--- config.mk ---
export PLATFORM = sky130hd
export DESIGN_NAME = ide_pio_seq
export DESIGN_NICKNAME = d
export VERILOG_FILES = /design/src/rtl/ide_pio_seq.sv
export SDC_FILE = /design/constraint.sdc
export NUM_CORES = 1
export LEC_CHECK = 0
export BUFFER_PORTS_ARGS = -buffer_cell sky130_fd_sc_hd__buf_2
export CORE_MARGIN = 2
export CORE_UTILIZATION = 45
export CTS_CLUSTER_SIZE = 8
export DETAILED_ROUTE_END_ITERATION = 12
export PLACE_DENSITY = 0.67
export SLEW_MARGIN = 10
export SYNTH_ARGS = -nofsm -noshare
export SYNTH_HDL_FRONTEND = slang
export SYNTH_SLANG_ARGS = --single-unit
--- constraint.sdc ---
create_clock -name CLK -period 2.4 [get_ports CLK]
set_input_delay 0.48 -clock CLK [delete_from_list [all_inputs] [get_ports CLK]]
set_output_delay 0.48 -clock CLK [all_outputs]
set_load 0.1 [all_outputs]
--- src/rtl/ide_pio_seq.sv ---
// ide_pio_seq -- PIO bus-cycle sequencer for an IDE/ATA drive port.
//
// Turns one host bus request (ide_req) into a chip-select / strobe sequence:
// IDLE -> SETUP -> STROBE -> HOLD -> ACK -> IDLE.
// Every drive-facing output is a flop loaded from the next-state decode, so
// each output changes on the same edge as the state it belongs to.
//
// Optional feature: define IDE_IORDY_EN to let the drive stretch the strobe
// with IORDY. An 8-bit watchdog limits the stretch to 255 extra cycles.
// Without the macro, IORDY is ignored and no watchdog logic is built.

module ide_pio_seq #(
    parameter int SETUP_CYC  = 1,
    parameter int STROBE_CYC = 2,
    parameter int HOLD_CYC   = 1
) (
    input  logic CLK,
    input  logic RESET,
    input  logic ide_req,
    input  logic RW,
    input  logic ADDR12,
    input  logic IORDY,
    output logic IDECS1_n,
    output logic IDECS2_n,
    output logic IOR_n,
    output logic IOW_n,
    output logic DTACK,
    output logic busy
);

    // Phase lengths must fit the 4-bit down-counter and may not be zero.
    if (SETUP_CYC < 1 || SETUP_CYC > 15) begin : g_bad_setup
        $error("ide_pio_seq: SETUP_CYC must be in 1..15");
    end
    if (STROBE_CYC < 1 || STROBE_CYC > 15) begin : g_bad_strobe
        $error("ide_pio_seq: STROBE_CYC must be in 1..15");
    end
    if (HOLD_CYC < 1 || HOLD_CYC > 15) begin : g_bad_hold
        $error("ide_pio_seq: HOLD_CYC must be in 1..15");
    end

    localparam logic [2:0] ST_IDLE   = 3'd0;
    localparam logic [2:0] ST_SETUP  = 3'd1;
    localparam logic [2:0] ST_STROBE = 3'd2;
    localparam logic [2:0] ST_HOLD   = 3'd3;
    localparam logic [2:0] ST_ACK    = 3'd4;

    // Counter reload values: a phase of N cycles counts N-1 down to 0.
    localparam logic [3:0] SETUP_LOAD  = 4'(SETUP_CYC - 1);
    localparam logic [3:0] STROBE_LOAD = 4'(STROBE_CYC - 1);
    localparam logic [3:0] HOLD_LOAD   = 4'(HOLD_CYC - 1);

    logic [2:0] state_reg, state_next;
    logic [3:0] cnt_reg, cnt_next;
    logic       rw_reg, rw_next;       // 1 = read cycle
    logic       bank_reg, bank_next;   // 0 = IDECS1_n, 1 = IDECS2_n

    logic [1:0] cs_n_reg;              // index = bank
    logic       ior_n_reg, iow_n_reg, dtack_reg;

    logic       cs_active_next;
    logic       strobe_active_next;

`ifdef IDE_IORDY_EN
    logic [7:0] wait_reg, wait_next;   // extra STROBE cycles spent waiting on IORDY
`else
    logic       iordy_unused;
    assign iordy_unused = IORDY;
`endif

    // Next-state, counter and latched cycle attributes.
    always_comb begin
        state_next = state_reg;
        cnt_next   = cnt_reg;
        rw_next    = rw_reg;
        bank_next  = bank_reg;
`ifdef IDE_IORDY_EN
        wait_next  = wait_reg;
`endif
        case (state_reg)
            ST_IDLE: begin
                if (ide_req) begin
                    state_next = ST_SETUP;
                    cnt_next   = SETUP_LOAD;
                    rw_next    = RW;
                    bank_next  = ADDR12;
                end
            end
            ST_SETUP: begin
                if (!ide_req) begin
                    state_next = ST_IDLE;
                    cnt_next   = 4'd0;
                end else if (cnt_reg == 4'd0) begin
                    state_next = ST_STROBE;
                    cnt_next   = STROBE_LOAD;
`ifdef IDE_IORDY_EN
                    wait_next  = 8'd0;
`endif
                end else begin
                    cnt_next = cnt_reg - 4'd1;
                end
            end
            ST_STROBE: begin
                if (!ide_req) begin
                    state_next = ST_IDLE;
                    cnt_next   = 4'd0;
                end else if (cnt_reg != 4'd0) begin
                    cnt_next = cnt_reg - 4'd1;
`ifdef IDE_IORDY_EN
                end else if (!IORDY && wait_reg != 8'hFF) begin
                    // Drive not ready: hold the strobe low, bounded by the watchdog.
                    wait_next = wait_reg + 8'd1;
`endif
                end else begin
                    state_next = ST_HOLD;
                    cnt_next   = HOLD_LOAD;
                end
            end
            ST_HOLD: begin
                if (!ide_req) begin
                    state_next = ST_IDLE;
                    cnt_next   = 4'd0;
                end else if (cnt_reg == 4'd0) begin
                    state_next = ST_ACK;
                end else begin
                    cnt_next = cnt_reg - 4'd1;
                end
            end
            ST_ACK: begin
                // Held high here never re-triggers: a new cycle needs IDLE first.
                if (!ide_req) begin
                    state_next = ST_IDLE;
                    cnt_next   = 4'd0;
                end
            end
            default: begin
                state_next = ST_IDLE;
                cnt_next   = 4'd0;
            end
        endcase
    end

    // Output decode of the state being entered, so outputs are registered
    // yet aligned with the state register.
    always_comb begin
        cs_active_next     = (state_next == ST_SETUP) ||
                             (state_next == ST_STROBE) ||
                             (state_next == ST_HOLD);
        strobe_active_next = (state_next == ST_STROBE);
    end

    // Sequencer state registers.
    always_ff @(posedge CLK) begin
        if (RESET) begin
            state_reg <= ST_IDLE;
            cnt_reg   <= 4'd0;
            rw_reg    <= 1'b1;
            bank_reg  <= 1'b0;
        end else begin
            state_reg <= state_next;
            cnt_reg   <= cnt_next;
            rw_reg    <= rw_next;
            bank_reg  <= bank_next;
        end
    end

`ifdef IDE_IORDY_EN
    // IORDY wait watchdog.
    always_ff @(posedge CLK) begin
        if (RESET) begin
            wait_reg <= 8'd0;
        end else begin
            wait_reg <= wait_next;
        end
    end
`endif

    // One chip-select flop per register bank; only the latched bank goes low.
    for (genvar gi = 0; gi < 2; gi++) begin : g_cs
        // Chip-select for bank gi.
        always_ff @(posedge CLK) begin
            if (RESET) begin
                cs_n_reg[gi] <= 1'b1;
            end else begin
                cs_n_reg[gi] <= !(cs_active_next && (bank_next == 1'(gi)));
            end
        end
    end

    // Read/write strobes and bus acknowledge.
    always_ff @(posedge CLK) begin
        if (RESET) begin
            ior_n_reg <= 1'b1;
            iow_n_reg <= 1'b1;
            dtack_reg <= 1'b0;
        end else begin
            ior_n_reg <= !(strobe_active_next && rw_next);
            iow_n_reg <= !(strobe_active_next && !rw_next);
            dtack_reg <= (state_next == ST_ACK);
        end
    end

    assign IDECS1_n = cs_n_reg[0];
    assign IDECS2_n = cs_n_reg[1];
    assign IOR_n    = ior_n_reg;
    assign IOW_n    = iow_n_reg;
    assign DTACK    = dtack_reg;
    assign busy     = (state_reg != ST_IDLE);

    // Drive-side safety properties: never two selects, never both strobes,
    // never a strobe without its select.
    always_ff @(posedge CLK) begin
        if (!RESET) begin
            assert (cs_n_reg != 2'b00);
            assert (ior_n_reg || iow_n_reg);
            assert ((ior_n_reg && iow_n_reg) || (cs_n_reg != 2'b11));
        end
    end

endmodule

=== After elaboration in Yosys (flattened, before gate mapping) ===
Index checks and enable logic that the tools add are counted.

* Register bits: 14
* Logic and storage cells: 60
* Output and inout bits: 6
* Input port bits: 6

* Equality and inequality tests: 11
* Add/subtract/negate cells: 1
* Bitwise logic cells: 1
* Reductions and logical operators: 16
* Muxes and demuxes: 22

{| class="wikitable"
|+ Operators by type and width
! kind !! number
|-
| 2-to-1 mux 4 bit || 8
|-
| 2-to-1 mux 3 bit || 8
|-
| case mux 4 bit (5 select lines) || 1
|-
| case mux 3 bit (5 select lines) || 1
|-
| equality test 3 x 2 -> 1 bit, second input constant || 4
|-
| equality test 3 x 1 -> 1 bit, second input constant || 2
|-
| equality test 3 bit, second input constant || 2
|-
| zero test 1 bit || 5
|-
| logical AND 1 bit || 4
|-
| zero test 4 bit || 1
|-
| 2-to-1 mux 1 bit || 4
|-
| inequality test 2 bit, second input constant || 2
|-
| nonzero test 4 bit || 1
|-
| subtractor 4 x 1 -> 4 bit, second input constant || 1
|-
| zero test 3 bit || 1
|-
| inequality test 3 bit, second input constant || 1
|-
| AND reduction 3 bit || 1
|-
| nonzero test 3 bit || 1
|-
| logical OR 1 bit || 2
|-
| NOT 1 bit || 1
|}

=== Longest topological paths before layout ===
* Word-level depth: 9
* Depth in mapped cells: 6
* Gate-level depth less buffers: 6

=== Worst setup path after synthesis ===
OpenSTA, ideal clock, no wires.

* Kind: reg2out
* From: reg state_reg[1]
* To: out busy
* Arrival: 1211 ps
* Slack: 709 ps
* Stages on the path, launching flop included: 3
* Data required time: 1920 ps
* Buffers on the path: 1
* Path through: dfxtp_1 -> buf_2 -> or3_1

* Cells in the longest elaborated chain, start to end: 1

{| class="wikitable"
|+ Ends and longest elaborated chain
! what !! line !! source
|-
| start: declaration || 53 || <nowiki>logic [2:0] state_reg, state_next;</nowiki>
|-
| start signal: assignment || 160 || <nowiki>state_reg <= state_next;</nowiki>
|-
| nonzero test 3 bit || 208 || <nowiki>assign busy = (state_reg != ST_IDLE);</nowiki>
|-
| end: declaration || 28 || <nowiki>output logic busy</nowiki>
|}

No other way between the ends.

=== Worst setup path after layout ===
Same ends and word-level chain as after synthesis.

==> results.toml <==
[critical_path]
worst_path_cell_chain = "or3_1 -> buf_2"
critical_path.endpoint_type = "output port"
timing.critical_path.required_ns = 1.92
critical_path_buf_inv_count = 1
crit_fanout = 11
critical_path.top_delay_family = "flip-flops"
critical_path.startpoint = "state_reg[1]"
worst_path_largest_cell_delay_ns = 0.55
crit_arrival_ns = 1.42
timing.critical_path.slowest_stage_cell = "dfxtp_1"
setup.worst_path.start_class = "flip-flop"
criticalPathCategory = "reg -> out"
worstReg2RegStart = "cnt_reg[0]"

[routing]
post_drt_wl_per_cell_um = 11.6
route.final.wire_length_um = 1040
detailroute.via_count = 479
drt_drc_violations_left = 0
detailedRoute.firstIterationViolations = 6
post_drt_via_cell_ratio = 5.38
detail-route-antenna-nets = 0
first_drt_pass_iteration_count = 4

[worst_hold_path]
min-delay-start = "ADDR12"
worst_hold_path_type = "in -> reg"

[clocking]
hold_buffers_post_cts = 0
ctsResizeCount = 0
clock-root-buffer = "clkbuf_4"
clkSlewWorstSetupHoldPaths_ns = 0.09
clkLatencyLatePin_ns = 0.28
cts.sink_count = 14
max-clock-path-buffers = 2
cts.repair_timing.setup_buffer_count = 0
tritoncts_clock_tree = "built"
cts-buffers-inserted = 3
cts_max_level = 1

[synth]
synth_top_area_share_pct = 44.4
top_cells_by_instance_count_after_synthesis = "dfxtp_1, nand2_1, nor2_1, nor3b_1, xnor2_1"
yosys_warnings = 0
postSynthAreaPerCell_um2 = 10.4
synth.ff_latch_count = 14
synth.most_common_cell = "dfxtp_1"
ys.flop_type = "dfxtp_1"
yosysSeqAreaShare_pct = 44.4
yosys.cell_types.count = 29
synthTopCellsByArea = "dfxtp_1, xnor2_1, ha_1, nor3b_2, nor3b_1"
synthCells = 61
syn_area_um2 = 632
postSynth.asyncResetShare_pct = 0
synthesis.nets = 69
synth_enable_flop_cells = 0
synth_area_leader_cell = "dfxtp_1"

[global_routing]
grt_start_max_net_pins = 12
via_count_of_the_first_global_routing_pass = 390
wire_length_of_the_first_global_routing_pass_um = 1680
global_route.overflow_total = 0
globalRouteTotalUtil_pct = 13.0
initial_antenna_violation_count = 0

[placed_design]
dpl.hpwl_um = 747
buffer_ports.inserted = 10
place_congestion = 0.721

[timing]
final.period_utilization_pct = 79.1
timing.setup.tns_ns = 0
setup-violations-final = 0
max_clock_freq_mhz = 527
hold_viol = 0
worst-slew-pin-transition_ns = 0.484
grt_setup_unrepaired = "false"
finalWorstPathRequiredPeriod_ns = 1.90
slew_viol_final = 0
finClkSkew_ns = 0.0108
maxSlewHeadroom_pct = 67.9

[floorplanning]
floorplan.die.height_um = 41.5
placeableCoreArea_um2 = 1300
initial_core_util_pct = 48.6
die-area_um2 = 1720
die_width_um = 41.5
placement_rows = 13
pin_count = 12

[cells_and_area]
largest_reg_flops = 4
antenna_cells_inserted = 0
multi_input_comb_area_um2 = 339
finish.utilization_pct = 56.3
fillers = 123
area_growth_syn_to_layout_pct = 15.8
final_net_count = 83
drive_gt1_share_pct = 28.4
final-seq-area_um2 = 280

[pwr]
leakage_power_nw = 0.299
irDropWorstVdd_mv = 0.393
power.density_cell_area_nw_per_um2 = 676

[run_status]
outcome = "finished, final reports clean"

[flow_run]
drv_cap = 0
-- per-stage QoR --
stage	setup WS, ns	power [W]	cells	area, µm²	hold WS, ns
after floorplan	0.709	0.000315	61	632	0.442
after global placement	0.618	0.000330	85	696	0.467
after detailed placement	0.603	0.000331	85	696	0.474
after CTS	0.506	0.000500	89	732	0.446
after global routing	0.458	0.000520	89	732	0.486
final	0.502	0.000495	89	732	0.450
-- kinds of logic (layout without fill, tap and decap cells) --
logic type	count (synthesis)	count (layout)	synth area share, %
adders and majority gates	2	2	3.96
DFF	14	14	44.4
muxes	2	2	3.17
xor gates and xnor gates	3	3	4.16
AOI/OAI and AO/OA	10	10	11.5
and+or+nand+nor	27	27	30.9
buffers and inverters	3	16	1.98
-- layout make-up --
| class | instances | area share [%] |
|---|---|---|
| well taps | 15 | 2.56 |
| multi-input cells | 44 | 46.3 |
| flip-flops and latches | 14 | 38.3 |
| inverters | 2 | 1.03 |
| clock buffers | 4 | 4.96 |
| repair buffers | 10 | 6.84 |
-- worst register-to-register path, stage by stage, from the launching register on --
cell	delay [ns]
dfxtp_1	0.38
inv_1	0.08
ha_1	0.21
nor3b_1	0.16
nor3b_1	0.35
nor2_1	0.07
or3_1	0.30
-- cell usage in the layout, fill, tap and decap left out --
cell type  netlist  layout
dfxtp_1         14      14
buf_2            1      10
nor2_1           4       4
nand2_1          4       4
xnor2_1          3       3
nor3b_1          3       3
clkbuf_4         0       3
inv_1            2       2
or3_1            2       2
nor3_1           2       2
and3b_1          2       2
o2bb2ai_1        2       2
mux2i_1          2       2
nand2b_1         2       2
nor3b_2          2       2
ha_1             2       2
or3b_4           1       1
and4bb_2         1       1
o21ai_1          1       1
nand4b_1         1       1
a21oi_2          1       1
or3_4            1       1
nor4b_2          1       1
a21oi_1          1       1
nor2b_1          1       1
o211ai_1         1       1
o21ai_0          1       1
a211o_1          1       1
a211oi_1         1       1
a21o_1           1       1
clkbuf_8         0       1
-- layer usage --
metal  wire (µm)  up-vias  part of all wire (%)  track usage [%]
met1         504      218                    49             15.6
met4          30        0                   2.9             11.6
met3          46        4                   4.4             2.61
li1            -      245                     -                -
met5           0        -                     0                0
met2         454       12                    44             19.4
-- where the power goes --
part           internal, W  switching (W)
clock            0.0000923      0.0000773
sequential        0.000240     0.00000627
combinational    0.0000247      0.0000543
-- worst paths after layout --
kind / to / cells past startpoint / slack (ns)
min: IDECS1_n / 3 / 0.45
max reg2reg: IOR_n / 6 / 0.75
min reg2reg: IDECS1_n / 2 / 0.48
max: busy / 2 / 0.50
Note: power is estimated with default switching activity, not from simulation.
